## config.mk

```make
export PLATFORM = sky130hd
export DESIGN_NAME = pong_vel_sched
export DESIGN_NICKNAME = d
export VERILOG_FILES = /design/src/rtl/pong_vel_sched.sv
export SDC_FILE = /design/constraint.sdc
export NUM_CORES = 1
export LEC_CHECK = 0
export BUFFER_PORTS_ARGS = -buffer_cell sky130_fd_sc_hd__buf_2
export CORE_MARGIN = 3
export CORE_UTILIZATION = 60
export CTS_CLUSTER_DIAMETER = 80
export DETAILED_ROUTE_END_ITERATION = 8
export PLACE_DENSITY = 0.81
export SYNTH_ARGS = -nofsm -noshare
export SYNTH_HDL_FRONTEND = slang
export SYNTH_SLANG_ARGS = --single-unit
```

## constraint.sdc

```tcl
create_clock -name clk -period 5.65 [get_ports clk]
set_input_delay 0.8475 -clock clk [delete_from_list [all_inputs] [get_ports clk]]
set_output_delay 0.8475 -clock clk [all_outputs]
set_load 0.01 [all_outputs]
```

## src/rtl/pong_vel_sched.sv

```systemverilog
// ============================================================================
// pong_vel_sched : serve/rally FSM and dy table producing registered (vx, vy)
// Rev 1.0
// ============================================================================
`default_nettype none

module pong_vel_sched #(
  parameter int SERVE_TICKS    = 60,
  parameter int HITS_PER_LEVEL = 4
) (
  input  logic              clk,
  input  logic              rst,
  input  logic              tick,
  input  logic              serve_req,
  input  logic              hit_l,
  input  logic              hit_r,
  input  logic              wall,
  input  logic              miss_l,
  input  logic              miss_r,
  output logic signed [2:0] vx,
  output logic signed [2:0] vy,
  output logic              moving,
  output logic              point_l,
  output logic              point_r
);

  localparam logic [7:0] C_SERVE_TICKS = 8'(SERVE_TICKS);
  localparam logic [3:0] C_HPL         = 4'(HITS_PER_LEVEL);

  typedef enum logic [1:0] {
    ST_IDLE  = 2'd0,
    ST_SERVE = 2'd1,
    ST_PLAY  = 2'd2
  } state_t;

  state_t             state_q;
  logic [7:0]         tick_cnt_q;
  logic [2:0]         idx_q;
  logic [1:0]         speed_q;
  logic [3:0]         hit_cnt_q;
  logic               serve_dir_q;
  logic signed [2:0]  vx_q;
  logic signed [2:0]  vy_q;
  logic               moving_q;
  logic               point_l_q;
  logic               point_r_q;

  logic signed [2:0]  w_rom_dy;
  logic [2:0]         idx_d;
  logic [3:0]         w_hit_inc;
  logic [3:0]         hit_cnt_d;
  logic [1:0]         speed_d;
  logic [7:0]         tick_cnt_d;
  logic               w_serve_done;
  logic signed [2:0]  w_serve_vx;
  logic signed [2:0]  w_hit_spd;
  logic               w_hit_l_ok;
  logic               w_hit_r_ok;

  always_comb begin
    case (idx_q)
      3'd0:    w_rom_dy = 3'sb111;
      3'd1:    w_rom_dy = 3'sb110;
      3'd2:    w_rom_dy = 3'sb101;
      3'd3:    w_rom_dy = 3'sb010;
      3'd4:    w_rom_dy = 3'sb001;
      3'd5:    w_rom_dy = 3'sb010;
      3'd6:    w_rom_dy = 3'sb011;
      default: w_rom_dy = 3'sb000;
    endcase
  end

  // Speed after an accepted hit, so the same-cycle level-up is applied to vx
  always_comb begin
    idx_d     = (idx_q == 3'd6) ? 3'd0 : idx_q + 3'd1;
    w_hit_inc = hit_cnt_q + 4'd1;
    hit_cnt_d = w_hit_inc;
    speed_d   = speed_q;
    if (w_hit_inc == C_HPL) begin
      hit_cnt_d = 4'd0;
      speed_d   = (speed_q == 2'd3) ? 2'd3 : speed_q + 2'd1;
    end
    w_hit_spd    = $signed({1'b0, speed_d});
    w_serve_vx   = serve_dir_q ? -$signed({1'b0, speed_q}) : $signed({1'b0, speed_q});
    tick_cnt_d   = tick_cnt_q + 8'd1;
    w_serve_done = tick && (tick_cnt_d == C_SERVE_TICKS);
    w_hit_l_ok   = hit_l && vx_q[2];
    w_hit_r_ok   = hit_r && !vx_q[2] && (vx_q != 3'sb000);
  end

  always_ff @(posedge clk) begin
    if (!rst) begin
      state_q     <= ST_IDLE;
      tick_cnt_q  <= 8'd0;
      idx_q       <= 3'd0;
      speed_q     <= 2'd1;
      hit_cnt_q   <= 4'd0;
      serve_dir_q <= 1'b0;
      vx_q        <= 3'sb000;
      vy_q        <= 3'sb000;
      moving_q    <= 1'b0;
      point_l_q   <= 1'b0;
      point_r_q   <= 1'b0;
    end else begin
      point_l_q <= 1'b0;
      point_r_q <= 1'b0;
      case (state_q)
        ST_IDLE: begin
          vx_q     <= 3'sb000;
          vy_q     <= 3'sb000;
          moving_q <= 1'b0;
          if (serve_req) begin
            state_q    <= ST_SERVE;
            tick_cnt_q <= 8'd0;
          end
        end
        ST_SERVE: begin
          vx_q     <= 3'sb000;
          vy_q     <= 3'sb000;
          moving_q <= 1'b0;
          if (tick) tick_cnt_q <= tick_cnt_d;
          if (w_serve_done) begin
            state_q  <= ST_PLAY;
            moving_q <= 1'b1;
            vx_q     <= w_serve_vx;
            vy_q     <= w_rom_dy;
            idx_q    <= idx_d;
          end
        end
        ST_PLAY: begin
          moving_q <= 1'b1;
          if (miss_l || miss_r) begin
            point_r_q   <= miss_l;
            point_l_q   <= !miss_l;
            serve_dir_q <= miss_l;
            speed_q     <= 2'd1;
            hit_cnt_q   <= 4'd0;
            vx_q        <= 3'sb000;
            vy_q        <= 3'sb000;
            moving_q    <= 1'b0;
            tick_cnt_q  <= 8'd0;
            state_q     <= ST_SERVE;
          end else if (w_hit_l_ok || w_hit_r_ok) begin
            vx_q      <= w_hit_l_ok ? w_hit_spd : -w_hit_spd;
            vy_q      <= w_rom_dy;
            idx_q     <= idx_d;
            hit_cnt_q <= hit_cnt_d;
            speed_q   <= speed_d;
          end else if (wall) begin
            vy_q <= -vy_q;
          end
        end
        default: state_q <= ST_IDLE;
      endcase
    end
  end

  assign vx      = vx_q;
  assign vy      = vy_q;
  assign moving  = moving_q;
  assign point_l = point_l_q;
  assign point_r = point_r_q;

endmodule

`default_nettype wire

```

==> metrics.cfg, run 1 <==
[clock_network]
clkSlewWorstSetupHoldPaths_ns=0.10
cts.sinks=29
postCtsSetupBuffers=0
cts.repair.resized=0
hold_buffers=0
cts_buffers=5
cts_max_path_buffers=2
clock-root-buffer=clkbuf_4
clock_latency_ns=0.35
cts_tree=built
htree_levels=2

[route]
vias=1709
vias_per_cell=6.42
first_pass_iters=4
drt-total-wl_um=4100
wl_per_cell_um=15.4
drtAntennaViolNets=0
drt_drc_violations_left=0
drt-initial-drc-count=193

[die]
fp-row-count=19
core_um2=2810
dieHeight_um=60.6
die_x_um=60.6
start_util_pct=63.8
ioPinCount=18
die_area_um2=3670

[min_path]
hold_depth=2
hp-class=reg2reg
whs_endpoint=moving
worstHoldStart=moving

[yosys]
synth-async-reset-ratio_pct=0
synth_warnings=0
synth_ff_type=dfxtp_1
synth_area_per_cell_um2=8.10
synth_cells=221
synth.distinct_cells=52
syn_nets=242
synth_edf_count=0
seq_area_frac_synth_pct=32.4
ys_seq_elements=29
synth_area_um2=1790

[sta]
finClkSkew_ns=0.0149
finalCritPeriodShare_pct=46.5
clock.fmax_ghz=0.381
worst_slew_pin_slew_ns=1.05
slew_violations=0
finalHoldViolations=0
rsz0062_at_grt=false
final.min_clock_period_ns=2.63
setup_violations=0
relSlewSlack_pct=30.2
setup_tns_ns=0
whs_ns=0.478

[setup_path]
rr_startpoint=state_q[0]
arrival_ns=2.83
worstSetupStartpointType=register
path_class=reg2reg
r2r_slack_ns=3.02
r2r_cells=6
worstPathRequired_ns=5.86
crit_fanout=15
setup.worst_path.end_class=register
r2r-end=tick_cnt_q[6]

[status]
status=complete, no violations

[cells_and_area]
nFillCells=245
antenna_cells=0
syn_to_final_growth_pct=7.41
fin_cells=266
final_cell_mix=dfxtp_1 (29), a21oi_1 (28), nand2_1 (18)
nNetsFinal=256
fin_area_um2=1920
final_common_cell=dfxtp_1
drive_gt1_share_pct=13.6
utilization_pct=68.5

[global_routing]
grt_pass1_wl_um=6990
grt_pass1_vias=1522
grt_overflow=0
antenna_found_initial=0
grt_max_degree=21
gr-usage-all-layers_pct=25.6

[pwr]
switching_share_pct=29.1
p_seq_share_pct=53.2
p_comb_share_pct=14.0
p_leak_nw=0.717
intPower_mw=0.284
p_clk_share_pct=32.8
switchingPower_mw=0.117
peakVddDrop_uv=154
power_density_nw_per_um2=209

[placement]
placed_area_um2=1870
dp_hpwl_um=3060
place_congestion=0.840
place_inst=259
port_buffers=17

[job]
max_cap_viol_count=0

## through the flow
stage / power [mW] / setup slack, ns
floorplan: 0.258 / 3.47
global route: 0.422 / 2.73
global placement: 0.269 / 3.17
finish: 0.401 / 3.02
CTS: 0.402 / 3.03
detailed placement: 0.273 / 3.05
## Yosys cell counts (2+ instances only)
master / count / area share [%]
a21boi_0: 2 / 0.84
a21o_1: 2 / 0.84
a21oi_1: 28 / 7.8
a22oi_1: 4 / 1.7
and2_1: 6 / 2.1
and3_1: 2 / 0.70
clkbuf_1: 8 / 1.7
dfxtp_1: 29 / 32
ha_1: 12 / 8.4
inv_1: 13 / 2.7
mux2i_1: 2 / 1.1
nand2_1: 18 / 3.8
nand2b_1: 3 / 1.0
nand3_1: 8 / 2.2
nand4_1: 4 / 1.4
nor2_1: 16 / 3.4
nor2b_1: 2 / 0.70
nor3_1: 7 / 2.0
nor3b_1: 2 / 0.84
nor4_1: 2 / 0.70
o21a_1: 2 / 0.84
o21ai_0: 10 / 2.8
o21ai_1: 3 / 0.84
o31ai_1: 4 / 1.7
or3_1: 2 / 0.70
xnor2_1: 4 / 2.0
## flip-flops by register name (all words and copies together), names as in the netlist
signal,flops
vx,3
point_l,1
hit_cnt_q,4
speed_q,2
moving,1
idx_q,3
vy,3
state_q,2
serve_dir_q,1
tick_cnt_q,8
point_r,1
## routing by layer
metal | up-vias | track usage [%] | share of wire [%]
met2 | 65 | 40.5 | 49
met4 | 0 | 12.1 | 1.7
met1 | 804 | 33.7 | 43
met3 | 8 | 4.47 | 6.6
met5 | - | 0 | 0
li1 | 832 | - | -
## final cells by class
cell class	instances	area [um2]	share of cell area, %
multi-input combinational	169	1110	57.9
sequential	29	581	30.2
timing repair buffer	17	85.1	4.43
clock buffer	7	55.1	2.86
inverter	13	48.8	2.54
tap	31	38.8	2.02
## worst max-delay path: stages, from the launching register on
cell       delay [ns]
dfxtp_1          0.42
ha_1             0.51
inv_1            0.27
o2111ai_1        0.91
nor2_1           0.14
a22oi_1          0.19
nor2_1           0.06
## how the worst max path moves through the flow
stage                          start            end  slack, ns  cells after the start
final                     state_q[0]  tick_cnt_q[6]       3.02                      6
after CTS                 state_q[1]  tick_cnt_q[1]       3.03                      7
after global routing      state_q[1]  tick_cnt_q[5]       2.73                      7
after floorplan               miss_l          vy[1]       3.47                      6
after global placement    state_q[1]  tick_cnt_q[5]       3.17                      7
after detailed placement  state_q[1]  tick_cnt_q[1]       3.05                      7
## power by group through the flow
stage	Combinational, mW	Clock [mW]	Sequential [mW]
CTS	0.0556	0.133	0.213
global route	0.0628	0.144	0.214
floorplan	0.0432	0	0.215
finish	0.0563	0.131	0.213
global placement	0.0518	0	0.218
detailed placement	0.0552	0	0.218
## logic make-up (layout without fill, tap and decap cells)
logic type | count (synthesis) | after routing | synth area share, %
flip-flops | 29 | 29 | 32.4
adder cells (fa/ha/maj) | 12 | 12 | 8.39
XOR/XNOR | 4 | 4 | 1.96
multiplexers | 2 | 2 | 1.12
AND/OR/NAND/NOR | 81 | 81 | 23.9
buffers and inverters | 23 | 37 | 5.31
AO/OA/AOI/OAI | 70 | 70 | 26.9
(Power assumes the default switching activity.)
==> run 2: changes to the inputs <==
--- a/config.mk
+++ b/config.mk
@@ -7,10 +7,10 @@
 export LEC_CHECK = 0
 export BUFFER_PORTS_ARGS = -buffer_cell sky130_fd_sc_hd__buf_2
 export CORE_MARGIN = 3
-export CORE_UTILIZATION = 60
+export CORE_UTILIZATION = 53
 export CTS_CLUSTER_DIAMETER = 80
 export DETAILED_ROUTE_END_ITERATION = 8
-export PLACE_DENSITY = 0.81
+export PLACE_DENSITY = 0.76
 export SYNTH_ARGS = -nofsm -noshare
 export SYNTH_HDL_FRONTEND = slang
 export SYNTH_SLANG_ARGS = --single-unit
==> constraint.sdc (replaced) <==
create_clock -name clk -period 2.4 [get_ports clk]
set_input_delay 0.36 -clock clk [delete_from_list [all_inputs] [get_ports clk]]
set_output_delay 0.36 -clock clk [all_outputs]
set_load 0.01 [all_outputs]
==> run 2 against run 1 <==
Net effect:
- sequential share of layout area is 0.95 points lower
- maximum frequency grew 28%
- cell area rose by 3.3%
- largest cell class unchanged
- sequential power rose by 140%
- hold slack lost 0.17 ns
- critical path type unchanged
- wire length is 8.6% lower
- largest power group unchanged
- first-iteration DRC count fell by 69%
- clock-buffer cell count is 1 higher
==> metrics.cfg, run 2 (synthesis gave the netlist of run 1 again) <==
[status]
status=complete, no violations

[placement]
place_inst=279  ; +7.7%
dp_hpwl_um=2740  ; -10%
port_buffers=17  ; unchanged
place_congestion=0.841  ; +0.14%
place_ws_ns=0.374  ; -2.68 ns
placed_area_um2=1940  ; +3.7%

[sta]
rsz0062_at_grt=false
whs_ns=0.304  ; -0.173 ns
worst_slew_pin_slew_ns=0.656  ; -0.389 ns
final.min_clock_period_ns=2.05  ; -0.575 ns
finalHoldViolations=0  ; unchanged
relSlewSlack_pct=56.2  ; +26 points
finClkSkew_ns=0.0116  ; -0.00331 ns
setup_slack_ns=0.350  ; -2.67 ns
clock.fmax_ghz=0.488  ; +28%
slew_violations=0  ; unchanged
setup_tns_ns=0  ; unchanged
setup_violations=0  ; unchanged
finalCritPeriodShare_pct=85.4  ; +39 points

[cells_and_area]
drive_gt1_share_pct=15.6  ; +2.0 points
fin_area_um2=1980  ; +3.3%
final_cell_mix=dfxtp_1 (29), a21oi_1 (28), nand2_1 (18)
top_regs=tick_cnt_q x8, hit_cnt_q x4
final_common_cell=dfxtp_1
syn_to_final_growth_pct=10.9
largest_reg_flops=8  ; unchanged
fin_cells=287  ; +7.9%
utilization_pct=63.4  ; -5.1 points
antenna_cells=0  ; unchanged
top_register=tick_cnt_q
nNetsFinal=263  ; +2.7%

[route]
drtAntennaViolNets=0  ; unchanged
dr_wl_met3_um=153  ; -44%
drt_drc_violations_left=0  ; unchanged
vias=1602  ; -6.3%
met2_length_um=1700  ; -15%
drt-initial-drc-count=60  ; -69%
met1Wirelength_um=1820  ; +4.2%
wl_per_cell_um=13.1  ; -15%
drt-total-wl_um=3750  ; -8.6%
highest_layer=met4
vias_per_cell=5.58  ; -13%
first_pass_iters=4  ; unchanged

[clock_network]
htree_levels=2  ; unchanged
cts_max_path_buffers=2  ; unchanged
cts.sinks=29  ; unchanged
cts_buffers=5  ; unchanged
cts.repair.resized=0  ; unchanged
cts_tree=built
clkSlewWorstSetupHoldPaths_ns=0.09  ; about the same
clock_latency_ns=0.33  ; -0.02 ns
hold_buffers=0  ; unchanged
clock-root-buffer=clkbuf_4
postCtsSetupBuffers=0  ; unchanged

[setup_path]
crit_family=compound AO/OA/AOI/OAI gates
path_class=reg2reg
crit_start=hit_cnt_q[0]
cpMostUsedCell=ha_1
worst-path-buf-inv=2  ; +1
cpPeakStageDelay_ns=0.38  ; -0.53 ns
r2r_cells=9  ; +3
r2r-end=vx[2]
worstPathRequired_ns=2.65  ; -3.21 ns
arrival_ns=2.30  ; -0.53 ns
rr_startpoint=hit_cnt_q[0]
setup.worst_path.end_class=register
crit_fanout=4  ; -11
cp_cell_sequence=ha_1, nor3b_1, buf_4, nor2_1, a21oi_1, inv_1, ha_1, o31a_1, a221oi_2
endpoint=vx[2]
path_depth=9  ; +3
slowest_stage=dfxtp_1
r2r_slack_ns=0.35  ; -2.67 ns
worstSetupStartpointType=register

[global_routing]
grt_pass1_wl_um=6350  ; -9.1%
gr-usage-all-layers_pct=19.6  ; -5.9 points
grt_max_degree=21  ; unchanged
grt_pass1_vias=1468  ; -3.5%
antenna_found_initial=0  ; unchanged
grt_overflow=0  ; unchanged

[die]
die_area_um2=4110  ; +12%
fp-row-count=20  ; +1
dieHeight_um=64.1  ; +5.8%
die_x_um=64.1  ; +5.8%
core_um2=3130  ; +12%
ioPinCount=18  ; unchanged
start_util_pct=57.2  ; -6.6 points

[job]
max_cap_viol_count=0  ; unchanged

[pwr]
power_density_nw_per_um2=462  ; +120%
total_power_mw=0.916  ; +130%
peakVddDrop_uv=224  ; +45%
p_leak_nw=0.747  ; +4.3%

[min_path]
hp-class=in2reg

## run 2: changes by cell type in the layout (fill, tap and decap cells not counted), sizes merged
| cell | before | now |
|---|---|---|
| buf | 17 | 24 |
| clkbuf | 7 | 8 |
## run 2: worst reg2reg max path, cell delays in order, from the launching register on
cell and delay, ns:
dfxtp_1 0.38, ha_1 0.20, nor3b_1 0.19, buf_4 0.16
nor2_1 0.04, a21oi_1 0.23, inv_1 0.08, ha_1 0.20
o31a_1 0.28, a221oi_2 0.21
## run 2: how the worst min path moves through the flow
stage              endpoint         start  cells past startpoint  slack [ns]
2_1_floorplan  hit_cnt_q[3]  hit_cnt_q[3]                      1        0.44
3_3_place_gp         moving        moving                      2        0.46
3_5_place_dp   hit_cnt_q[3]  hit_cnt_q[3]                      1        0.46
4_1_cts          speed_q[0]           rst                      2        0.28
5_1_grt          speed_q[0]           rst                      2        0.29
6_report         speed_q[0]           rst                      2        0.30
## run 2: routing by layer
layer  up-vias  GRT usage, %
li1        841             -
met1       727          23.5
met2        28          31.5
met3         6          5.45
met4         0          10.8
met5         -             0
## run 2: report_power, final
part           internal, mW  total (mW)  switching [mW]
clock                 0.116       0.279           0.163
combinational        0.0493       0.135          0.0861
sequential            0.489       0.502          0.0127
total                 0.655       0.916           0.261
## run 2: final cells by class
type                            count  area, um2
Clock buffer                        8       48.8
Fill cell                         284       1140
Inverter                           13       48.8
Multi-Input combinational cell    169       1110
Sequential cell                    29        581
Tap cell                           44       55.1
Timing Repair Buffer               24        138
